**config.mk**
```make
export PLATFORM = sky130hd
export DESIGN_NAME = address_unit
export DESIGN_NICKNAME = d
export VERILOG_FILES = /design/src/rtl/address_unit.sv
export SDC_FILE = /design/constraint.sdc
export NUM_CORES = 1
export LEC_CHECK = 0
export ABC_AREA = 0
export CORE_MARGIN = 1
export CORE_UTILIZATION = 50
export DETAILED_ROUTE_END_ITERATION = 7
export GPL_TIMING_DRIVEN = 0
export PLACE_DENSITY_LB_ADDON = 0.2
export SYNTH_ARGS = -nofsm -noshare
export SYNTH_HDL_FRONTEND = slang
export SYNTH_SLANG_ARGS = --single-unit
```
**constraint.sdc**
```tcl
create_clock -name clk -period 3.6 [get_ports clk]
set_input_delay 0.72 -clock clk [delete_from_list [all_inputs] [get_ports clk]]
set_output_delay 0.72 -clock clk [all_outputs]
set_load 0.05 [all_outputs]
```
**src/rtl/address_unit.sv**
```systemverilog
// address_unit: PC / DIR / IND registers and address bus mux; RESET_VECTOR_EN adds the reset-vector fetch FSM.
module address_unit (
    input  logic        clk,
    input  logic        rst,
    input  logic [7:0]  data_in,
    input  logic        increment_pc,
    input  logic        pc_load,
    input  logic        dirl_load,
    input  logic        dirh_load,
    input  logic        indirl_load,
    input  logic        indirh_load,
    input  logic [1:0]  address_select,
    input  logic [7:0]  index,
    input  logic        index_en,
    output logic [15:0] address,
    output logic [15:0] pc,
    output logic        page_cross,
    output logic        busy
);
    logic [7:0]  dirl, dirh, indl, indh, idx;
    logic [8:0]  lo_sum;
    logic [15:0] run_addr, pc_run, pc_next;
    logic        run;

    always_comb begin
        idx      = index_en ? index : 8'h00;
        lo_sum   = {1'b0, dirl} + {1'b0, idx};
        pc_run   = pc_load ? {dirh, dirl} : increment_pc ? pc + 16'd1 : pc;
        run_addr = address_select == 2'b00 ? pc :
                   address_select == 2'b01 ? {8'h00, lo_sum[7:0]} :
                   address_select == 2'b10 ? {dirh, dirl} + {8'h00, idx} :
                                             {indh, indl};
    end

    assign page_cross = run & (address_select == 2'b10) & index_en & lo_sum[8];

`ifdef RESET_VECTOR_EN
    localparam logic [15:0] VECTOR_ADDR = 16'hFFFC;
    localparam logic [15:0] PC_INIT     = 16'h0000;

    typedef enum logic [1:0] {VEC_LO, VEC_HI, RUN} state_t;
    state_t state, state_next;

    always_ff @(posedge clk)
        state <= rst ? state_next : VEC_LO;

    // Vector bytes land straight in the PC halves; control inputs are ignored until RUN.
    always_comb begin
        state_next = state == VEC_LO ? VEC_HI : RUN;
        run        = state == RUN;
        busy       = !run;
        address    = state == VEC_LO ? VECTOR_ADDR :
                     state == VEC_HI ? VECTOR_ADDR + 16'd1 : run_addr;
        pc_next    = state == VEC_LO ? {pc[15:8], data_in} :
                     state == VEC_HI ? {data_in, pc[7:0]} : pc_run;
    end
`else
    localparam logic [15:0] PC_INIT = 16'h0200;

    assign run     = 1'b1;
    assign busy    = 1'b0;
    assign address = run_addr;
    assign pc_next = pc_run;
`endif

    always_ff @(posedge clk) begin
        if (!rst) begin
            pc   <= PC_INIT;
            dirl <= 8'h00;
            dirh <= 8'h00;
            indl <= 8'h00;
            indh <= 8'h00;
        end else begin
            pc <= pc_next;
            if (run && dirl_load)   dirl <= data_in;
            if (run && dirh_load)   dirh <= data_in;
            if (run && indirl_load) indl <= data_in;
            if (run && indirh_load) indh <= data_in;
        end
    end
endmodule

```
==> results of run 1 <==
sequential cells by signal, indices dropped and copies added (netlist names):
register,flops
dirl,8
pc,16
indl,8
dirh,8
indh,8
where the power goes:
| part | total [mW] | switching (mW) | internal, mW | leakage, nW |
|---|---|---|---|---|
| clock | 0.350 | 0.193 | 0.157 | 0.0516 |
| combinational | 0.394 | 0.231 | 0.163 | 1.15 |
| sequential | 0.604 | 0.0419 | 0.562 | 0.396 |
| total | 1.35 | 0.465 | 0.883 | 1.59 |
metal layers:
| layer | part of all wire | routed length (um) | vias to the layer above | global-route usage |
|---|---|---|---|---|
| met1 | 0.47 | 3810 | 1280 | 0.381 |
| met2 | 0.45 | 3670 | 98 | 0.411 |
| met5 | 0 | 0 | - | 0 |
| met3 | 0.057 | 459 | 14 | 0.0437 |
| met4 | 0.015 | 123 | 0 | 0.0909 |
| li1 | - | - | 1333 | - |
cells in the mapped netlist (2+ instances only):
cell	instances	area, um^2
a21o_1	7	52.6
nor2_1	7	26.3
a22oi_1	8	60.1
nand2_1	27	101
nor2_2	2	12.5
clkbuf_1	19	71.3
mux2i_1	43	430
nor3b_1	2	15.0
dfxtp_1	48	961
nand3_1	13	65.1
a31oi_1	2	12.5
nand2b_1	3	18.8
inv_1	5	18.8
o21ai_0	23	115
o211a_1	2	20.0
and2_1	17	106
nand4_1	5	31.3
nor2b_1	34	213
xnor2_1	12	105
and3_1	5	31.3
xor2_1	13	114
a21oi_1	16	80.1
a211oi_1	5	37.5
ha_1	9	113
cells by family (layout without fill, tap and decap cells):
| family | Yosys count | in the layout | share of synthesized area |
|---|---|---|---|
| buf+inv | 25 | 90 | 0.0329 |
| xor+xnor | 25 | 25 | 0.0739 |
| fa+ha+maj | 10 | 10 | 0.0448 |
| mux | 43 | 43 | 0.145 |
| simple gates | 122 | 122 | 0.230 |
| flops | 48 | 48 | 0.324 |
| compound gates | 70 | 70 | 0.148 |
| other cells | 1 | 1 | 0.00127 |
metrics by stage:
step	hold slack [ns]	utilization	setup TNS, ns	power (mW)
after global routing	0.554	0.690	-0.296	1.40
after floorplan	0.473	-	0	0.854
final	0.536	0.690	-0.0539	1.35
after detailed placement	0.522	0.641	-14.50	0.977
after CTS	0.538	0.672	-0.0471	1.33
after global placement	0.510	0.641	-13.92	0.971
how the worst max path moves through the flow:
stage,startpoint,to,cells past startpoint,slack [ns]
detailed placement,index_en,address[8],11,-1.33
global placement,index_en,address[8],11,-1.29
floorplan,index[3],address[7],8,0.03
finish,index[0],address[8],11,-0.05
CTS,index[2],address[8],10,-0.05
global route,index[0],address[8],11,-0.13
cell usage in the layout, fill, tap and decap left out, types with 2 or more instances in the layout:
| master | instances |
|---|---|
| o21ai_1 | 3 |
| inv_1 | 5 |
| a21o_1 | 7 |
| buf_4 | 11 |
| nor2_2 | 3 |
| clkdlybuf4s50_1 | 32 |
| nand4_1 | 5 |
| nor2_1 | 6 |
| o21ai_2 | 4 |
| dfxtp_1 | 48 |
| nand3_1 | 13 |
| nand2_1 | 27 |
| a211oi_1 | 3 |
| a22oi_1 | 8 |
| xor2_1 | 12 |
| a211oi_2 | 2 |
| and3_1 | 5 |
| mux2i_1 | 43 |
| nand2b_1 | 3 |
| o211a_1 | 2 |
| a21oi_2 | 2 |
| and2_1 | 13 |
| a21oi_1 | 14 |
| ha_1 | 3 |
| buf_6 | 7 |
| clkbuf_1 | 19 |
| nor2b_1 | 34 |
| clkdlybuf4s15_1 | 2 |
| xnor2_1 | 12 |
| clkbuf_8 | 6 |
| nor3b_1 | 2 |
| o21ai_0 | 16 |
| and2_4 | 4 |
| ha_4 | 6 |
cell type report:
class / count / area share
Buffer: 20 / 0.0204
Clock buffer: 6 / 0.0213
Clock inverter: 2 / 0.00356
Inverter: 5 / 0.00485
Multi-Input combinational cell: 271 / 0.532
Sequential cell: 48 / 0.248
Tap cell: 72 / 0.0233
Timing Repair Buffer: 57 / 0.146
critical path: stages:
cell	delay (ns)
buf_6	0.09
and2_4	0.15
ha_4	0.16
fa_2	0.36
a211oi_2	0.27
nor2_2	0.10
a221o_1	0.45
xnor2_1	0.16
o21ai_1	0.07
a22o_2	0.24
buf_8	0.15
timing repair:
action,in CTS,in global routing
pin swaps,9,15
setup endpoints to repair,17,12
hold buffers,0,0
gates resized for setup,108,20
setup buffers,2,4
gates cloned,0,0
==> impl_metrics.json, run 1 <==
{
  "crit_fanout": 5,
  "regArea_um2": 961,
  "coreArea_um2": 5610,
  "detail-route-antenna-nets": 0,
  "synth_seq_cells": 48,
  "drt-initial-drc-count": 238,
  "clkLatencyLatePin_ns": 0.31,
  "p_leak_nw": 1.59,
  "num_rows": 27,
  "rrSetupSlack_ns": 1.81,
  "layout_min_cycle_time_ns": 3.65,
  "syn-cell-area_um2": 2960,
  "first_pass_iters": 5,
  "numPortBuffers": 51,
  "hpwl_um": 5980,
  "diodes": 0,
  "gr-usage-all-layers": 0.269,
  "min_from": "indl[2]",
  "yosysUniqueCellTypes": 41,
  "regToRegEndpoint": "pc[14]",
  "worst_pin_slew_ns": 0.594,
  "power_density_nw_per_um2": 348,
  "cts_tree": "yes",
  "status": "finished with violations",
  "drv_slew": 0,
  "htreeDepth": 2,
  "fin_nets": 445,
  "grt_pass1_vias": 2508,
  "chipHeight_um": 79.0,
  "max_freq_mhz": 274,
  "wl_um": 8060,
  "setup_viol": 1,
  "min_path_cells": 2,
  "gp_congestion": 0.902,
  "min_to": "indl[2]",
  "peakVddDrop_uv": 224,
  "grt_pass1_wl_um": 12800,
  "grt_antenna_before_repair": 0,
  "worst_hold_path_type": "register to register",
  "wire_per_inst_um": 16.8,
  "numClockSinks": 48,
  "arrival_ns": 2.93,
  "slew-limit-headroom": 0.604,
  "final_cell_area_um2": 3870,
  "avgViaCountPerCell": 5.67,
  "multiInputGateArea_um2": 2060,
  "avgSynthCellArea_um2": 8.61,
  "synthFlopType": "dfxtp_1",
  "setup_ws_ns": -0.0539,
  "worst_ep_required_time_ns": 2.88,
  "rr_worst_depth": 7,
  "clk_pin_slew_ns": 0.09,
  "async_flop_share": 0,
  "dp.cells": 467,
  "dpl-instance-area_um2": 3590,
  "critical_path_class": "input port to primary output",
  "fin_cells": 481,
  "hold_viol_final": 0,
  "r2r_start": "pc[0]",
  "pre_cts_ws_ns": -1.33,
  "cts_made_buffers": 5,
  "cts_buffer_depth": 2,
  "grt_max_degree": 16,
  "ys_seq_area_frac": 0.324,
  "syn_inst": 344,
  "initial_core_util": 0.528,
  "cp-start-kind": "input port",
  "drv_cap": 0,
  "rsz0062_at_grt": "true",
  "root_buffer": "clkbuf_8",
  "die-width_um": 79.0,
  "violations": "negative setup slack",
  "end_kind": "primary output",
  "dieArea_um2": 6240,
  "yosysWarningCount": 0,
  "synth_edf_count": 0,
  "layout-drive-gt1-share": 0.149,
  "vias": 2725,
  "synth_nets": 381,
  "n_fill_cell": 482,
  "io-pin-count": 61,
  "syn_to_final_growth_pct": 30.7,
  "remaining_drc_errors": 0,
  "fin_skew_ns": 0.00789,
  "gr-total-overflow": 0,
  "fin_crit_sh": 1.01
}
No activity file was read; power rests on OpenSTA's default activity.
==> run 2, diff against run 1 <==
--- a/config.mk
+++ b/config.mk
@@ -11,6 +11,7 @@
 export DETAILED_ROUTE_END_ITERATION = 7
 export GPL_TIMING_DRIVEN = 0
 export PLACE_DENSITY_LB_ADDON = 0.2
+export SETUP_SLACK_MARGIN = 0.5
 export SYNTH_ARGS = -nofsm -noshare
 export SYNTH_HDL_FRONTEND = slang
 export SYNTH_SLANG_ARGS = --single-unit
==> run 2 against run 1 <==
Compared with the run above:
- the flow now finishes without violations
- power increased by 4.9%
- critical path depth increased by 2
- register-to-register slack about the same
- critical endpoint is now address[15]
- sequential power about the same
- clock power increased by 2%
- utilization increased by 7.1 points
- clock skew decreased by 0.0019 ns
- first-iteration DRC count increased by 38%
- sequential cell count unchanged
- maximum frequency increased by 1.8%
- sequential share of layout area decreased by 2.3 points
==> impl_metrics.json, run 2 (same netlist as run 1, synthesis figures left out) <==
{
  "grt_pass1_vias": 2649,
  "wl_um": 8870,
  "cp-start-kind": "input port",
  "peakVddDrop_uv": 317,
  "vias": 2849,
  "drt-initial-drc-count": 328,
  "setup_tns_ns": 0,
  "regToRegEndpoint": "pc[14]",
  "coreArea_um2": 5610,
  "setup_viol": 0,
  "hold_viol_final": 0,
  "dp.cells": 467,
  "hpwl_um": 6010,
  "mostFrequentLayoutCells": "dfxtp_1, mux2i_1, nor2b_1",
  "layout-drive-gt1-share": 0.277,
  "min_path_cells": 2,
  "dpl-instance-area_um2": 3730,
  "worst_pin_slew_ns": 0.657,
  "cp-endpoint": "address[15]",
  "avgViaCountPerCell": 5.85,
  "cp.depth": 13,
  "regMostFlops": "pc",
  "end_kind": "primary output",
  "grt_max_degree": 18,
  "timing.critical_path.from": "index_en",
  "diodes": 0,
  "final_cell_area_um2": 4270,
  "crit_fanout": 6,
  "max_stage_delay_ns": 0.25,
  "p_leak_nw": 1.70,
  "rrSetupSlack_ns": 1.80,
  "cp_top_family": "compound AO/OA/AOI/OAI gates",
  "fin_skew_ns": 0.00598,
  "io-pin-count": 61,
  "syn_to_final_growth_pct": 44.0,
  "initial_core_util": 0.528,
  "fin_nets": 451,
  "worst_hold_path_type": "register to register",
  "gp_congestion": 0.894,
  "final_common_cell": "dfxtp_1",
  "chipHeight_um": 79.0,
  "numClockSinks": 48,
  "dieArea_um2": 6240,
  "detail-route-antenna-nets": 0,
  "layout_min_cycle_time_ns": 3.59,
  "cp_cell_sequence": "buf_12 -> buf_4 -> buf_8 -> and2_4 -> ha_4 -> a21o_1 -> a21oi_4 -> a21bo_4 -> a21oi_4 -> buf_6 -> mux2i_4 -> o21ai_4 -> buf_6",
  "grt_pass1_wl_um": 13900,
  "max_freq_mhz": 279,
  "remaining_drc_errors": 0,
  "cts_made_buffers": 5,
  "arrival_ns": 2.87,
  "wire_per_inst_um": 18.2,
  "power_mw": 1.41,
  "clk_pin_slew_ns": 0.09,
  "numPortBuffers": 51,
  "cts_buffer_depth": 2,
  "fin_crit_sh": 0.997,
  "drv_cap": 0,
  "fin_cells": 487,
  "slew-limit-headroom": 0.562,
  "htreeDepth": 2,
  "drv_slew": 0,
  "first_pass_iters": 5,
  "num_rows": 27,
  "critical_path_class": "input port to primary output",
  "status": "completed",
  "power_density_nw_per_um2": 331,
  "grt_antenna_before_repair": 0,
  "die-width_um": 79.0,
  "crit_slowest_cell": "ha_4",
  "cts_tree": "yes",
  "root_buffer": "clkbuf_8",
  "gr-total-overflow": 0,
  "largest_reg_flops": 16,
  "worst_ep_required_time_ns": 2.88,
  "hold-worst-slack_ns": 0.535,
  "r2r_start": "pc[0]",
  "rr_worst_depth": 7,
  "clkLatencyLatePin_ns": 0.32,
  "gr-usage-all-layers": 0.295,
  "cp.buffers_inverters": 5,
  "rsz0062_at_grt": "true"
}
==> run 2: cell count changes in the layout (fill, tap and decap cells not counted), moves of 4 or more <==
cell | previous run | this run
and2_4 | 4 | 8
xor2_2 | 1 | 5
dlygate4sd2_1 | 1 | 7
nand3_1 | 13 | 7
a21oi_1 | 14 | 10
o21ai_4 | 0 | 5
and2_1 | 13 | 9
clkdlybuf4s50_1 | 32 | 25
xor2_1 | 12 | 8
buf_8 | 1 | 5
buf_6 | 7 | 14
nand3_2 | 1 | 7
==> run 2: area by class of cell <==
type / count / area, um^2
inverters: 5 / 18.8
well taps: 72 / 90.1
clock buffers: 5 / 68.8
fillers: 394 / 1340
flip-flops and latches: 48 / 961
repair buffers: 63 / 651
multi-input cells: 271 / 2370
plain buffers: 20 / 81.3
clock inverters: 3 / 26.3
==> run 2: per-layer routing <==
| layer | vias to the layer above | share of wire | global-route usage |
|---|---|---|---|
| li1 | 1337 | - | - |
| met1 | 1370 | 0.44 | 0.412 |
| met2 | 129 | 0.47 | 0.466 |
| met3 | 13 | 0.079 | 0.0529 |
| met4 | 0 | 0.013 | 0.0745 |
| met5 | - | 0 | 0 |
==> run 2: worst min-delay path, stage by stage (launching register included) <==
cell and delay [ns]:
dfxtp_1 0.33, mux2i_1 0.12, nor2b_1 0.05
==> run 2: metrics by stage <==
| stage | utilization | worst slack, ns |
|---|---|---|
| after floorplan | - | 0.293 |
| after global placement | 0.666 | -1.12 |
| after detailed placement | 0.666 | -1.15 |
| after CTS | 0.735 | -0.0729 |
| after global routing | 0.761 | -0.0415 |
| final | 0.761 | 0.0118 |
==> run 2: timing repair <==
item                       CTS  global route
buffers inserted             8             4
pin swaps                   22            28
hold buffers                 0             0
resized for setup          163            32
setup endpoints to repair   17            16
==> run 2: worst min-delay path by stage <==
stage | from | end | slack (ns)
after floorplan | indl[2] | indl[2] | 0.47
after global placement | indl[2] | indl[2] | 0.49
after detailed placement | indl[2] | indl[2] | 0.50
after CTS | indl[2] | indl[2] | 0.53
after global routing | indl[2] | indl[2] | 0.55
final | indl[6] | indl[6] | 0.54
==> run 2: report_power, final <==
part | internal [mW] | total (mW) | switching [mW]
clock | 0.143 | 0.357 | 0.214
combinational | 0.194 | 0.451 | 0.257
sequential | 0.562 | 0.606 | 0.0444
total | 0.899 | 1.41 | 0.515
==> patch, RTL diff (config.mk and constraints of run 2) <==
Register the input `index` before use, without a reset. The logic sees it one clock later. The other inputs are not delayed to match.
--- a/src/rtl/address_unit.sv
+++ b/src/rtl/address_unit.sv
@@ -17,13 +17,20 @@
     output logic        page_cross,
     output logic        busy
 );
+
+    logic [7:0] index_q;
+
+    always_ff @(posedge clk) begin
+        index_q <= index;
+    end
+
     logic [7:0]  dirl, dirh, indl, indh, idx;
     logic [8:0]  lo_sum;
     logic [15:0] run_addr, pc_run, pc_next;
     logic        run;
 
     always_comb begin
-        idx      = index_en ? index : 8'h00;
+        idx      = index_en ? index_q : 8'h00;
         lo_sum   = {1'b0, dirl} + {1'b0, idx};
         pc_run   = pc_load ? {dirh, dirl} : increment_pc ? pc + 16'd1 : pc;
         run_addr = address_select == 2'b00 ? pc :
Check against the original RTL: not equivalent (Yosys sat finds a counterexample within 4 cycles, from zero or initial values and one cycle with rst low).
==> patch against run 2 <==
- combinational power grew 2%
- clock skew grew 0.0098 ns
- first-iteration DRC count shrank 27%
- power grew 12%
- area after synthesis grew 6.2%
- count of clock-buffer cells in the layout grew 1
- worst setup slack gained 0.14 ns
- cell area grew 3.5%
- via count grew 7.6%
- wire length grew 15%
- sequential share of layout area grew 2.9 points
- cell count grew 3.3%
- sequential cell count grew 8
- largest cell class unchanged
- largest power group unchanged
==> patch: results (changes against run 2) <==
layout cell share with drive strength beyond 1 -> 24.1% (was 27.7%)
Residual DRC -> 0 (unchanged)
post-place instance area -> 3910 µm² (was 3730 µm²)
slew margin rel. -> 52.5% (was 56.2%)
DRT iter0 DRCs -> 238 (was 328)
Synth cell types -> 47 (was 41)
largest net degree at the start of global routing -> 17 (was 18)
r2r worst-path depth -> 5 (was 7)
Layout Nets -> 464 (was 451)
Synth Net Count -> 388 (was 381)
Crit Path Max Fanout -> 4 (was 6)
I/O Buffers -> 53 (was 51)
Post-Route WL -> 10.2 mm (was 8.87 mm)
Vias -> 3,066 (was 2,849)
CP Data Arrival Time -> 2.72 ns (was 2.87 ns)
synth cell count leaders -> 56 x dfxtp_1, 39 x mux2i_1, 37 x nor2b_1 (was 48 x dfxtp_1, 43 x mux2i_1, 34 x nor2b_1)
largest vdd supply drop -> 0.220 mV (was 0.317 mV)
vias in the first global route -> 2,965 (was 2,649)
Post-Place Setup Slack -> -0.893 ns (was -1.15 ns)
clock skew -> 0.0158 ns (was 0.00598 ns)
gpl congestion -> 0.883 (was 0.894)
placed cells -> 479 (was 467)
status -> complete, no violations (unchanged)
post-synthesis sequential area ratio -> 35.6% (was 32.4%)
post-DP HPWL -> 6.27 mm (was 6.01 mm)
Synth area leaders -> dfxtp_1 36%, mux2i_1 12%, nor2b_1 7.4%, a21oi_1 4.0%, xor2_1 3.6% (was dfxtp_1 32%, mux2i_1 15%, nor2b_1 7.2%, o21ai_0 3.9%, xor2_1 3.8%)
first-pass GRT wire length -> 15.4 mm (was 13.9 mm)
==> patch: power breakdown <==
part	leakage (nW)	internal, W	switching [W]
logic	1.22	0.000194	0.000265
clock network	0.0552	0.000207	0.000212
registers	0.463	0.000655	0.0000460
==> patch: cell families (layout without fill, tap and decap cells) <==
group	after synthesis	count (layout)	synth area share, %
and+or+nand+nor	111	111	20.8
AOI/OAI and AO/OA	85	85	16.7
DFF	56	56	35.6
muxes	39	39	12.4
xor gates and xnor gates	25	25	6.96
buffers and inverters	24	101	3.14
adders and majority gates	10	10	4.22
other	1	1	0.119
==> patch: layer usage <==
layer  global-route usage [%]  vias up  routed length (µm)
li1                         -     1390                   -
met1                     39.9     1446                4170
met2                     52.8      188                4820
met3                     4.72       42                 872
met4                     12.0        0                 380
met5                        0        -                   0
==> patch: area by class of cell <==
type	count	area share (%)
multi-input cells	271	51.8
plain buffers	19	2.15
repair buffers	69	15.7
clock buffers	6	1.64
inverters	5	0.425
flip-flops and latches	56	25.4
well taps	75	2.13
clock inverters	2	0.793
==> patch: critical path, stage by stage <==
cell,delay (ns)
buf_8,0.10
and2_4,0.16
ha_4,0.17
fa_2,0.38
a211oi_4,0.31
nor3b_4,0.10
o211ai_1,0.23
xor2_1,0.28
o21ai_4,0.09
buf_6,0.17
==> patch: final timing paths <==
kind | from | endpoint | slack [ns]
max | index_en | address[10] | 0.16
min | indh[6]$_SDFFE_PN0P_ | indh[6]$_SDFFE_PN0P_ | 0.53
max reg2reg | pc[4]$_SDFFE_PN0P_ | pc[11]$_SDFFE_PN0P_ | 1.98
min reg2reg | indh[6]$_SDFFE_PN0P_ | indh[6]$_SDFFE_PN0P_ | 0.53
==> patch: per-stage QoR <==
| stage | TNS [ns] | hold slack, ns | util (%) |
|---|---|---|---|
| global placement | -12.44 | 0.485 | 65.3 |
| finish | 0 | 0.533 | 73.7 |
| detailed placement | -12.57 | 0.501 | 65.3 |
| floorplan | 0 | 0.473 | - |
| CTS | 0 | 0.525 | 72.2 |
| global route | 0 | 0.566 | 73.7 |
==> patch: repair_timing <==
| action | in CTS | in global routing |
|---|---|---|
| pin swaps | 26 | 17 |
| endpoints found under the setup margin | 17 | 17 |
| cloned | 1 | 0 |
| gates resized for setup | 152 | 24 |
| buffers inserted | 12 | 3 |
